**src/rtl/tl45_writeback_if.sv**
```systemverilog
// Result/writeback bundle between the execute/memory units, the writeback arbiter and the register file.
// Forwarding signals exist only when TL45_WB_FORWARD_EN is defined.
interface tl45_writeback_if;
    logic        alu_valid;
    logic        alu_ready;
    logic [3:0]  alu_reg;
    logic [31:0] alu_data;
    logic        mem_valid;
    logic        mem_ready;
    logic [3:0]  mem_reg;
    logic [31:0] mem_data;
    logic        stall;
    logic        wb_wr;
    logic [3:0]  wb_reg;
    logic [31:0] wb_data;
    logic [3:0]  wb_clear;
    logic [15:0] commit_count;
`ifdef TL45_WB_FORWARD_EN
    logic        fwd_valid;
    logic [3:0]  fwd_reg;
    logic [31:0] fwd_data;

    modport master (
        output alu_valid, alu_reg, alu_data, mem_valid, mem_reg, mem_data, stall,
        input  alu_ready, mem_ready, wb_wr, wb_reg, wb_data, wb_clear, commit_count,
        input  fwd_valid, fwd_reg, fwd_data
    );
    modport slave (
        input  alu_valid, alu_reg, alu_data, mem_valid, mem_reg, mem_data, stall,
        output alu_ready, mem_ready, wb_wr, wb_reg, wb_data, wb_clear, commit_count,
        output fwd_valid, fwd_reg, fwd_data
    );
`else
    modport master (
        output alu_valid, alu_reg, alu_data, mem_valid, mem_reg, mem_data, stall,
        input  alu_ready, mem_ready, wb_wr, wb_reg, wb_data, wb_clear, commit_count
    );
    modport slave (
        input  alu_valid, alu_reg, alu_data, mem_valid, mem_reg, mem_data, stall,
        output alu_ready, mem_ready, wb_wr, wb_reg, wb_data, wb_clear, commit_count
    );
`endif
endinterface

```
**src/rtl/tl45_writeback.sv**
```systemverilog
// TL45 writeback arbiter: one-entry buffer per source, round-robin grant, one register write per cycle.
// Optional combinational forwarding of the granted entry when TL45_WB_FORWARD_EN is defined.
module tl45_writeback (
    input  logic             clk,
    input  logic             reset,
    tl45_writeback_if.slave  bus
);

    typedef enum logic {SRC_ALU = 1'b0, SRC_MEM = 1'b1} src_t;

    src_t        rr;
    src_t        rr_next;
    logic        alu_full;
    logic [3:0]  alu_reg_q;
    logic [31:0] alu_data_q;
    logic        mem_full;
    logic [3:0]  mem_reg_q;
    logic [31:0] mem_data_q;
    logic        grant_alu;
    logic        grant_mem;
    logic        grant;
    logic [3:0]  sel_reg;
    logic [31:0] sel_data;
    logic        sel_writes;
    logic        wb_wr_q;
    logic [3:0]  wb_reg_q;
    logic [31:0] wb_data_q;
    logic [3:0]  wb_clear_q;
    logic [15:0] count_q;
    logic        alu_take;
    logic        mem_take;

    // Grants depend only on slot occupancy, rr and stall so ready never loops back through valid.
    always_comb begin
        grant_alu = 1'b0;
        grant_mem = 1'b0;
        rr_next   = rr;
        if (!bus.stall) begin
            if (alu_full && mem_full) begin
                grant_alu = (rr == SRC_ALU);
                grant_mem = (rr == SRC_MEM);
            end else begin
                grant_alu = alu_full;
                grant_mem = mem_full;
            end
            if (grant_alu) begin
                rr_next = SRC_MEM;
            end else if (grant_mem) begin
                rr_next = SRC_ALU;
            end
        end
    end

    assign grant      = grant_alu | grant_mem;
    assign sel_reg    = grant_mem ? mem_reg_q  : alu_reg_q;
    assign sel_data   = grant_mem ? mem_data_q : alu_data_q;
    assign sel_writes = grant && (sel_reg != 4'd0);

    assign bus.alu_ready = !alu_full || grant_alu;
    assign bus.mem_ready = !mem_full || grant_mem;
    assign alu_take      = bus.alu_valid && bus.alu_ready;
    assign mem_take      = bus.mem_valid && bus.mem_ready;

    always_ff @(posedge clk or posedge reset) begin
        if (reset) begin
            rr <= SRC_ALU;
        end else begin
            rr <= rr_next;
        end
    end

    // A slot may drain and refill on the same edge, so the load wins over the clear.
    always_ff @(posedge clk or posedge reset) begin
        if (reset) begin
            alu_full   <= 1'b0;
            alu_reg_q  <= 4'd0;
            alu_data_q <= 32'd0;
        end else if (alu_take) begin
            alu_full   <= 1'b1;
            alu_reg_q  <= bus.alu_reg;
            alu_data_q <= bus.alu_data;
        end else if (grant_alu) begin
            alu_full   <= 1'b0;
        end
    end

    always_ff @(posedge clk or posedge reset) begin
        if (reset) begin
            mem_full   <= 1'b0;
            mem_reg_q  <= 4'd0;
            mem_data_q <= 32'd0;
        end else if (mem_take) begin
            mem_full   <= 1'b1;
            mem_reg_q  <= bus.mem_reg;
            mem_data_q <= bus.mem_data;
        end else if (grant_mem) begin
            mem_full   <= 1'b0;
        end
    end

    // Reg-0 entries still update the address/data holding registers but never write or clear busy.
    always_ff @(posedge clk or posedge reset) begin
        if (reset) begin
            wb_wr_q    <= 1'b0;
            wb_reg_q   <= 4'd0;
            wb_data_q  <= 32'd0;
            wb_clear_q <= 4'd0;
        end else if (grant) begin
            wb_wr_q    <= sel_writes;
            wb_reg_q   <= sel_reg;
            wb_data_q  <= sel_data;
            wb_clear_q <= sel_writes ? sel_reg : 4'd0;
        end else begin
            wb_wr_q    <= 1'b0;
            wb_clear_q <= 4'd0;
        end
    end

    always_ff @(posedge clk or posedge reset) begin
        if (reset) begin
            count_q <= 16'd0;
        end else if (wb_wr_q) begin
            count_q <= count_q + 16'd1;
        end
    end

    assign bus.wb_wr        = wb_wr_q;
    assign bus.wb_reg       = wb_reg_q;
    assign bus.wb_data      = wb_data_q;
    assign bus.wb_clear     = wb_clear_q;
    assign bus.commit_count = count_q;

`ifdef TL45_WB_FORWARD_EN
    assign bus.fwd_valid = sel_writes;
    assign bus.fwd_reg   = sel_reg;
    assign bus.fwd_data  = sel_data;
`endif

endmodule

```
**src/flat_wrapper.sv**
```systemverilog
// flat-port wrapper written by rule: the top's interface ports become plain ports
module tl45_writeback_flat 
  (clk, reset, bus_alu_valid, bus_alu_reg, bus_alu_data, bus_mem_valid, bus_mem_reg, bus_mem_data, bus_stall, bus_alu_ready, bus_mem_ready, bus_wb_wr, bus_wb_reg, bus_wb_data, bus_wb_clear, bus_commit_count);
  tl45_writeback_if bus_i ();
  input  logic clk;
  input  logic reset;
  input wire logic [$bits(bus_i.alu_valid)-1:0] bus_alu_valid;
  input wire logic [$bits(bus_i.alu_reg)-1:0] bus_alu_reg;
  input wire logic [$bits(bus_i.alu_data)-1:0] bus_alu_data;
  input wire logic [$bits(bus_i.mem_valid)-1:0] bus_mem_valid;
  input wire logic [$bits(bus_i.mem_reg)-1:0] bus_mem_reg;
  input wire logic [$bits(bus_i.mem_data)-1:0] bus_mem_data;
  input wire logic [$bits(bus_i.stall)-1:0] bus_stall;
  output wire logic [$bits(bus_i.alu_ready)-1:0] bus_alu_ready;
  output wire logic [$bits(bus_i.mem_ready)-1:0] bus_mem_ready;
  output wire logic [$bits(bus_i.wb_wr)-1:0] bus_wb_wr;
  output wire logic [$bits(bus_i.wb_reg)-1:0] bus_wb_reg;
  output wire logic [$bits(bus_i.wb_data)-1:0] bus_wb_data;
  output wire logic [$bits(bus_i.wb_clear)-1:0] bus_wb_clear;
  output wire logic [$bits(bus_i.commit_count)-1:0] bus_commit_count;
  assign bus_i.alu_valid = bus_alu_valid;
  assign bus_i.alu_reg = bus_alu_reg;
  assign bus_i.alu_data = bus_alu_data;
  assign bus_i.mem_valid = bus_mem_valid;
  assign bus_i.mem_reg = bus_mem_reg;
  assign bus_i.mem_data = bus_mem_data;
  assign bus_i.stall = bus_stall;
  assign bus_alu_ready = bus_i.alu_ready;
  assign bus_mem_ready = bus_i.mem_ready;
  assign bus_wb_wr = bus_i.wb_wr;
  assign bus_wb_reg = bus_i.wb_reg;
  assign bus_wb_data = bus_i.wb_data;
  assign bus_wb_clear = bus_i.wb_clear;
  assign bus_commit_count = bus_i.commit_count;
  tl45_writeback u_core (.clk(clk), .reset(reset), .bus(bus_i));
endmodule
```
**config.mk**
```make
export PLATFORM = sky130hd
export DESIGN_NAME = tl45_writeback_flat
export DESIGN_NICKNAME = d
export VERILOG_FILES = /design/src/rtl/tl45_writeback_if.sv /design/src/rtl/tl45_writeback.sv /design/src/flat_wrapper.sv
export SDC_FILE = /design/constraint.sdc
export NUM_CORES = 1
export LEC_CHECK = 0
export ABC_AREA = 0
export CAP_MARGIN = 20
export CORE_MARGIN = 4
export CORE_UTILIZATION = 55
export CTS_BUF_LIST = sky130_fd_sc_hd__clkbuf_8 sky130_fd_sc_hd__clkbuf_16
export DETAILED_ROUTE_END_ITERATION = 7
export DONT_BUFFER_PORTS = 1
export PLACE_DENSITY = 0.71
export SLEW_MARGIN = 20
export SYNTH_ARGS = -nofsm -noshare
export SYNTH_HDL_FRONTEND = slang
export SYNTH_SLANG_ARGS = --single-unit
export TNS_END_PERCENT = 100
```
**constraint.sdc**
```tcl
create_clock -name clk -period 5.5 [get_ports clk]
set_input_delay 1.1 -clock clk [delete_from_list [all_inputs] [get_ports clk]]
set_output_delay 1.1 -clock clk [all_outputs]
set_load 0.01 [all_outputs]
```
==> results of run 1 <==
## Yosys cell counts (2+ instances only)
library cell / number / area share
nor2_1: 11 / 0.0074
nand3_1: 5 / 0.0045
buf_6: 3 / 0.0060
nand4_1: 2 / 0.0022
buf_12: 6 / 0.022
buf_2: 4 / 0.0036
xor2_1: 7 / 0.011
or2_1: 2 / 0.0022
mux2_2: 43 / 0.087
mux2_4: 30 / 0.081
o21ai_0: 18 / 0.016
xnor2_1: 8 / 0.013
dfrtp_1: 132 / 0.59
o21ai_1: 19 / 0.017
nand2_1: 41 / 0.028
clkbuf_1: 5 / 0.0034
inv_1: 4 / 0.0027
nor3_2: 3 / 0.0054
mux2i_1: 36 / 0.065
## report_power, final
| part | internal (mW) | total, mW | switching [mW] |
|---|---|---|---|
| registers | 1.30 | 1.60 | 0.302 |
| clock network | 0.585 | 0.965 | 0.380 |
| logic | 0.353 | 0.601 | 0.248 |
## per-layer routing
layer | wire length, um | track usage | vias to the layer above
met1 | 4320 | 0.230 | 1525
met4 | 138 | 0.0703 | 2
met5 | 7 | 0 | -
met2 | 4890 | 0.283 | 104
li1 | - | - | 1366
met3 | 1090 | 0.105 | 18
## final cells by class
type	count	area (um2)	area share
inverters	4	20.0	0.00328
well taps	133	166	0.0273
repair buffers	2	15.0	0.00246
clock inverters	10	43.8	0.00718
multi-input cells	242	2080	0.341
clock buffers	21	469	0.0770
flip-flops and latches	132	3300	0.542
## stage by stage
step | power, mW | util | hold WS (ns)
after global routing | 3.36 | 0.621 | 0.515
after global placement | 2.19 | 0.568 | 0.487
after floorplan | 2.11 | - | 0.479
after detailed placement | 2.23 | 0.568 | 0.491
final | 3.17 | 0.621 | 0.502
after CTS | 3.21 | 0.621 | 0.504
## logic make-up (layout without fill, tap and decap cells)
logic type	count (synthesis)	after routing
buf+inv	23	37
flops	132	132
fa+ha+maj	1	1
mux	109	109
xor+xnor	15	15
simple gates	75	75
compound gates	42	42
## final timing paths
kind | from | endpoint | slack (ns) | depth (start not counted)
worst max-delay path | bus_stall | bus_alu_ready | 3.00 | 2
worst min-delay path | u_core.mem_data_q[13]$_DFFE_PP0P_ | u_core.mem_data_q[13]$_DFFE_PP0P_ | 0.50 | 1
worst max register to register | u_core.alu_full$_DFFE_PP0P_ | u_core.bus.wb_reg[3]$_DFFE_PP0P_ | 3.37 | 4
worst min register to register | u_core.mem_data_q[13]$_DFFE_PP0P_ | u_core.mem_data_q[13]$_DFFE_PP0P_ | 0.50 | 1
max in group asynchronous | reset | u_core.bus.wb_data[5]$_DFFE_PP0P_ | 3.82 | 2
min in group asynchronous | reset | u_core.alu_data_q[11]$_DFFE_PP0P_ | 0.58 | 1
==> parameters.txt, run 1 <==
Parameter                              Value

Clocking
  Root buffer cell ... clkbuf_8
  Post-CTS Hold Fix Bufs ... 0
  Clock network latency to the later pin of the worst-skew pair ... 0.52 ns
  Number of buffers created by CTS ... 17
  Total of cells resized after clock tree synthesis ... 0
  Post-CTS Setup Bufs ... 0
  Clock buffer depth ... 2
  TritonCTS clock tree ... done
  Number of clock sinks seen by CTS ... 132
  Depth of the CTS H-tree ... 4
  Clock slew seen by the registers of the worst setup and hold paths ... 0.05 ns

Critical path
  CP endpoint kind ... primary output
  Slowest stage delay, CP ... 0.16 ns
  Slowest CP cell ... nand2_2
  Required time of the worst setup path ... 4.40 ns
  CP max FO ... 3
  Gate family responsible for the most delay along the worst path ... simple AND/OR/NAND/NOR gates
  Critical path, cell by cell ... a21o_1 > nand2_2
  Crit Path Class ... in -> out
  Arrival time worst endpoint ... 1.40 ns
  Type of element launching the critical path ... input pin
  Count of buffering cells on the critical path with inverters included ... 0

Layout
  Non-filler cells in the finished layout ... 544
  Fraction of layout instances using a drive strength above 1 ... 0.277
  Antenna diodes ... 0
  Post-route cell area ... 0.00610 mm2
  Most used cells in the layout excluding fill and tap cells ... dfrtp_1, mux2_2, nand2_1
  Leading cell type in the layout, fill and taps excluded ... dfrtp_1
  Area grow syn2layout ... 9.14%
  Total of fill cells in the finished design ... 790
  Post-layout nets ... 477

Placement
  Post-detailed-placement cell area ... 0.00558 mm2
  Number of cells after detailed placement ... 513
  Detail Placement HPWL ... 6630 um
  Place WS ... 2.84 ns
  Gp weighted congestion ... 0.734
  Port buffer count ... 0

Global routing
  Overall Global Routing Usage ... 0.189
  Global-route wire length before repair ... 16800 um
  Number of global-route vias before repair ... 3244
  Antenna violations before repair ... 1
  Total congestion overflow after global routing ... 0
  Largest net degree at the start of global routing ... 85

Die
  Initial standard-cell utilization of the core ... 0.569
  Full die area ... 0.0118 mm2
  Area of the core region ... 0.00982 mm2
  Die Span Y ... 109 um
  Horizontal die dimension ... 109 um
  Top-Level Pins ... 136
  FP Rows ... 36

Power and ir drop
  Cell Pwr Density ... 520 mW/mm2
  IR drop worst, VDD ... 0.306 mV
  Leakage power of the design ... 2.92 nW

Drt
  DR vias ... 3015
  DR DRC count ... 0
  Routed length per placed instance ... 19.2 um
  Length of the first detailed-routing pass in iterations ... 4
  Number of design-rule violations left by the first detailed-router iteration ... 152
  Routed via count divided by cell count ... 5.54
  Final wirelength ... 10400 um
  Final antenna-violating net count ... 0

Timing
  Worst slew pin tran ... 0.782 ns
  Fraction of the cycle the final worst path needs ... 0.455
  Final min period ... 2.50 ns
  Final-report max-slew violation count ... 0
  Setup repair after global routing missed its margin ... false
  Peak clock frequency supported by timing ... 399 MHz
  Worst relative slew slack ... 0.479
  Max Clock Skew ... 0.00921 ns
  Final sum of negative setup slack ... 0 ns
  Final Hold Fails ... 0
  Setup-failing EPs final ... 0
  Worst Slack Setup Final ... 3.00 ns

Job
  Max-Cap Viols ... 0

Synth
  Most instantiated flip-flop cell in the synthesis netlist ... dfrtp_1
  Warnings from Yosys ... 0
  Count of flip-flops with a built-in enable after synthesis ... 0
  Synth Instances ... 397
  Sequential-to-total area share from yosys stat ... 0.591
  Unique cell type count in the Yosys netlist ... 37
  Area fraction in and, or, nand and nor cells after synthesis ... 0.0708
  Multiplexer area fraction after synthesis ... 0.232
  Cell area after synthesis ... 0.00559 mm2
  XOR/XNOR share of the synthesized area ... 0.0235
  Area fraction in compound gates after synthesis ... 0.0417
  Fraction of registers with async set or reset after synthesis ... 1.00
  Mapped Avg Cell Area ... 14.1 um2
  Syn_nets ... 475
  Synthesized flop and latch total ... 132
  Adder and majority cell fraction of the synthesized area ... 0.00224
  Dominant combinational cell family by area after synthesis ... multiplexers

Outcome
  Result of the run ... complete, no violations

Worst hold path
  Kind of path behind the tightest hold check ... reg -> reg
No activity file was read; power rests on OpenSTA's default activity.
==> inputs of run 2 (changes only) <==
==> constraint.sdc (replaced) <==
create_clock -name clk -period 2.5 [get_ports clk]
set_input_delay 0.5 -clock clk [delete_from_list [all_inputs] [get_ports clk]]
set_output_delay 0.5 -clock clk [all_outputs]
set_load 0.01 [all_outputs]
==> parameters.txt, run 2 (synthesis results as in run 1) <==
Parameter                              Value

Outcome
  Result of the run ... complete, no violations

Die
  Full die area ... 0.0118 mm2
  Die Span Y ... 109 um
  Area of the core region ... 0.00982 mm2
  Horizontal die dimension ... 109 um
  Top-Level Pins ... 136
  FP Rows ... 36
  Initial standard-cell utilization of the core ... 0.569

Drt
  Final wirelength ... 10300 um
  Length of the first detailed-routing pass in iterations ... 4
  DR vias ... 3027
  Routed length per placed instance ... 18.9 um
  Final antenna-violating net count ... 0
  Routed via count divided by cell count ... 5.54
  Number of design-rule violations left by the first detailed-router iteration ... 108
  DR DRC count ... 0

Timing
  Setup repair after global routing missed its margin ... false
  Worst relative slew slack ... 0.524
  Fraction of the cycle the final worst path needs ... 0.748
  Worst Slack Setup Final ... 0.629 ns
  Worst slew pin tran ... 0.714 ns
  Final Hold Fails ... 0
  Final sum of negative setup slack ... 0 ns
  Peak clock frequency supported by timing ... 534 MHz
  Setup-failing EPs final ... 0
  Final min period ... 1.87 ns
  Max Clock Skew ... 0.0109 ns
  Final-report max-slew violation count ... 0

Global routing
  Overall Global Routing Usage ... 0.188
  Global-route wire length before repair ... 16800 um
  Largest net degree at the start of global routing ... 133
  Number of global-route vias before repair ... 3255
  Total congestion overflow after global routing ... 0
  Antenna violations before repair ... 0

Worst hold path
  Kind of path behind the tightest hold check ... in -> async

Layout
  Storage element area ... 0.00330 mm2
  Most used cells in the layout excluding fill and tap cells ... dfrtp_1, mux2_2, nand2_1
  Total of fill cells in the finished design ... 813
  Post-route cell area ... 0.00613 mm2
  Footprint of the multi-input gates ... 0.00208 mm2
  Post-layout nets ... 479
  Fraction of layout instances using a drive strength above 1 ... 0.278
  Leading cell type in the layout, fill and taps excluded ... dfrtp_1
  Area grow syn2layout ... 9.72%
  Antenna diodes ... 0
  Non-filler cells in the finished layout ... 546

Clocking
  Clock slew seen by the registers of the worst setup and hold paths ... 0.05 ns
  Depth of the CTS H-tree ... 4
  Clock network latency to the later pin of the worst-skew pair ... 0.51 ns
  Number of buffers created by CTS ... 17
  Post-CTS Hold Fix Bufs ... 0
  Number of clock sinks seen by CTS ... 132
  Post-CTS Setup Bufs ... 0
  Root buffer cell ... clkbuf_8
  Total of cells resized after clock tree synthesis ... 0
  Clock buffer depth ... 2
  TritonCTS clock tree ... done

Placement
  Number of cells after detailed placement ... 515
  Post-detailed-placement cell area ... 0.00563 mm2
  Detail Placement HPWL ... 6810 um
  Gp weighted congestion ... 0.737
  Port buffer count ... 0
  Place WS ... 0.687 ns

Power and ir drop
  Total power draw ... 6.91 mW
  IR drop worst, VDD ... 0.533 mV
  Leakage power of the design ... 2.93 nW
  Cell Pwr Density ... 1130 mW/mm2

Critical path
  Slowest CP cell ... dfrtp_1
  Critical path, cell by cell ... a21o_1 > nand2_2
  Slowest stage delay, CP ... 0.48 ns
  CP endpoint kind ... primary output
  Crit Path Class ... reg -> out
  Count of buffering cells on the critical path with inverters included ... 0
  CP max FO ... 5
  Type of element launching the critical path ... flop
  Required time of the worst setup path ... 2.00 ns
  Gate family responsible for the most delay along the worst path ... flip-flops
  Arrival time worst endpoint ... 1.37 ns

Job
  Max-Cap Viols ... 0
## run 2: cell types whose count changed in the layout (fill, tap and decap cells not counted), sizes merged
cell	before	now
clkbuf	21	19
buf	2	4
clkinvlp	0	1
clkinv	5	6
## run 2: routing by layer
metal | track usage | share of wire
met3 | 0.0841 | 0.093
met2 | 0.303 | 0.50
met1 | 0.221 | 0.39
met4 | 0.0739 | 0.017
met5 | 0 | 0
## run 2: final timing paths
path,end,cells after the start,slack (ns),start
setup / recovery,bus_alu_ready,2,0.63,u_core.mem_full$_DFFE_PP0P_
hold / removal,u_core.mem_data_q[27]$_DFFE_PP0P_,2,0.02,reset
setup reg to reg,u_core.bus.wb_reg[0]$_DFFE_PP0P_,5,0.72,u_core.alu_full$_DFFE_PP0P_
hold reg to reg,u_core.mem_data_q[22]$_DFFE_PP0P_,1,0.50,u_core.mem_data_q[22]$_DFFE_PP0P_
max in group asynchronous,u_core.alu_data_q[25]$_DFFE_PP0P_,2,1.90,reset
min in group clk,u_core.alu_full$_DFFE_PP0P_,1,0.10,bus_alu_valid
## run 2: area by class of cell
type,count,area share
repair buffers,4,0.0110
clock inverters,12,0.00857
multi-input cells,242,0.339
inverters,4,0.00306
clock buffers,19,0.0721
well taps,133,0.0272
flip-flops and latches,132,0.539
## run 2: worst reg2reg max path: cells and delay by family (launching register included)
kind	cells	cell delay, ns
DFF	1	0.44
buffers and inverters	1	0.26
muxes	1	0.25
AOI/OAI and AO/OA	1	0.10
and+or+nand+nor	2	0.61
## run 2: report_power, final
group | total (mW) | switching [mW] | leakage (nW) | internal [mW]
registers | 3.52 | 0.660 | 1.59 | 2.86
clock network | 2.05 | 0.821 | 0.274 | 1.23
logic | 1.34 | 0.546 | 1.07 | 0.792
## run 2: stage by stage
stage	hold slack, ns	util
after global placement	0.487	0.574
after global routing	0.0829	0.624
final	0.0236	0.624
after floorplan	0.479	-
after CTS	0.0744	0.624
after detailed placement	0.492	0.574
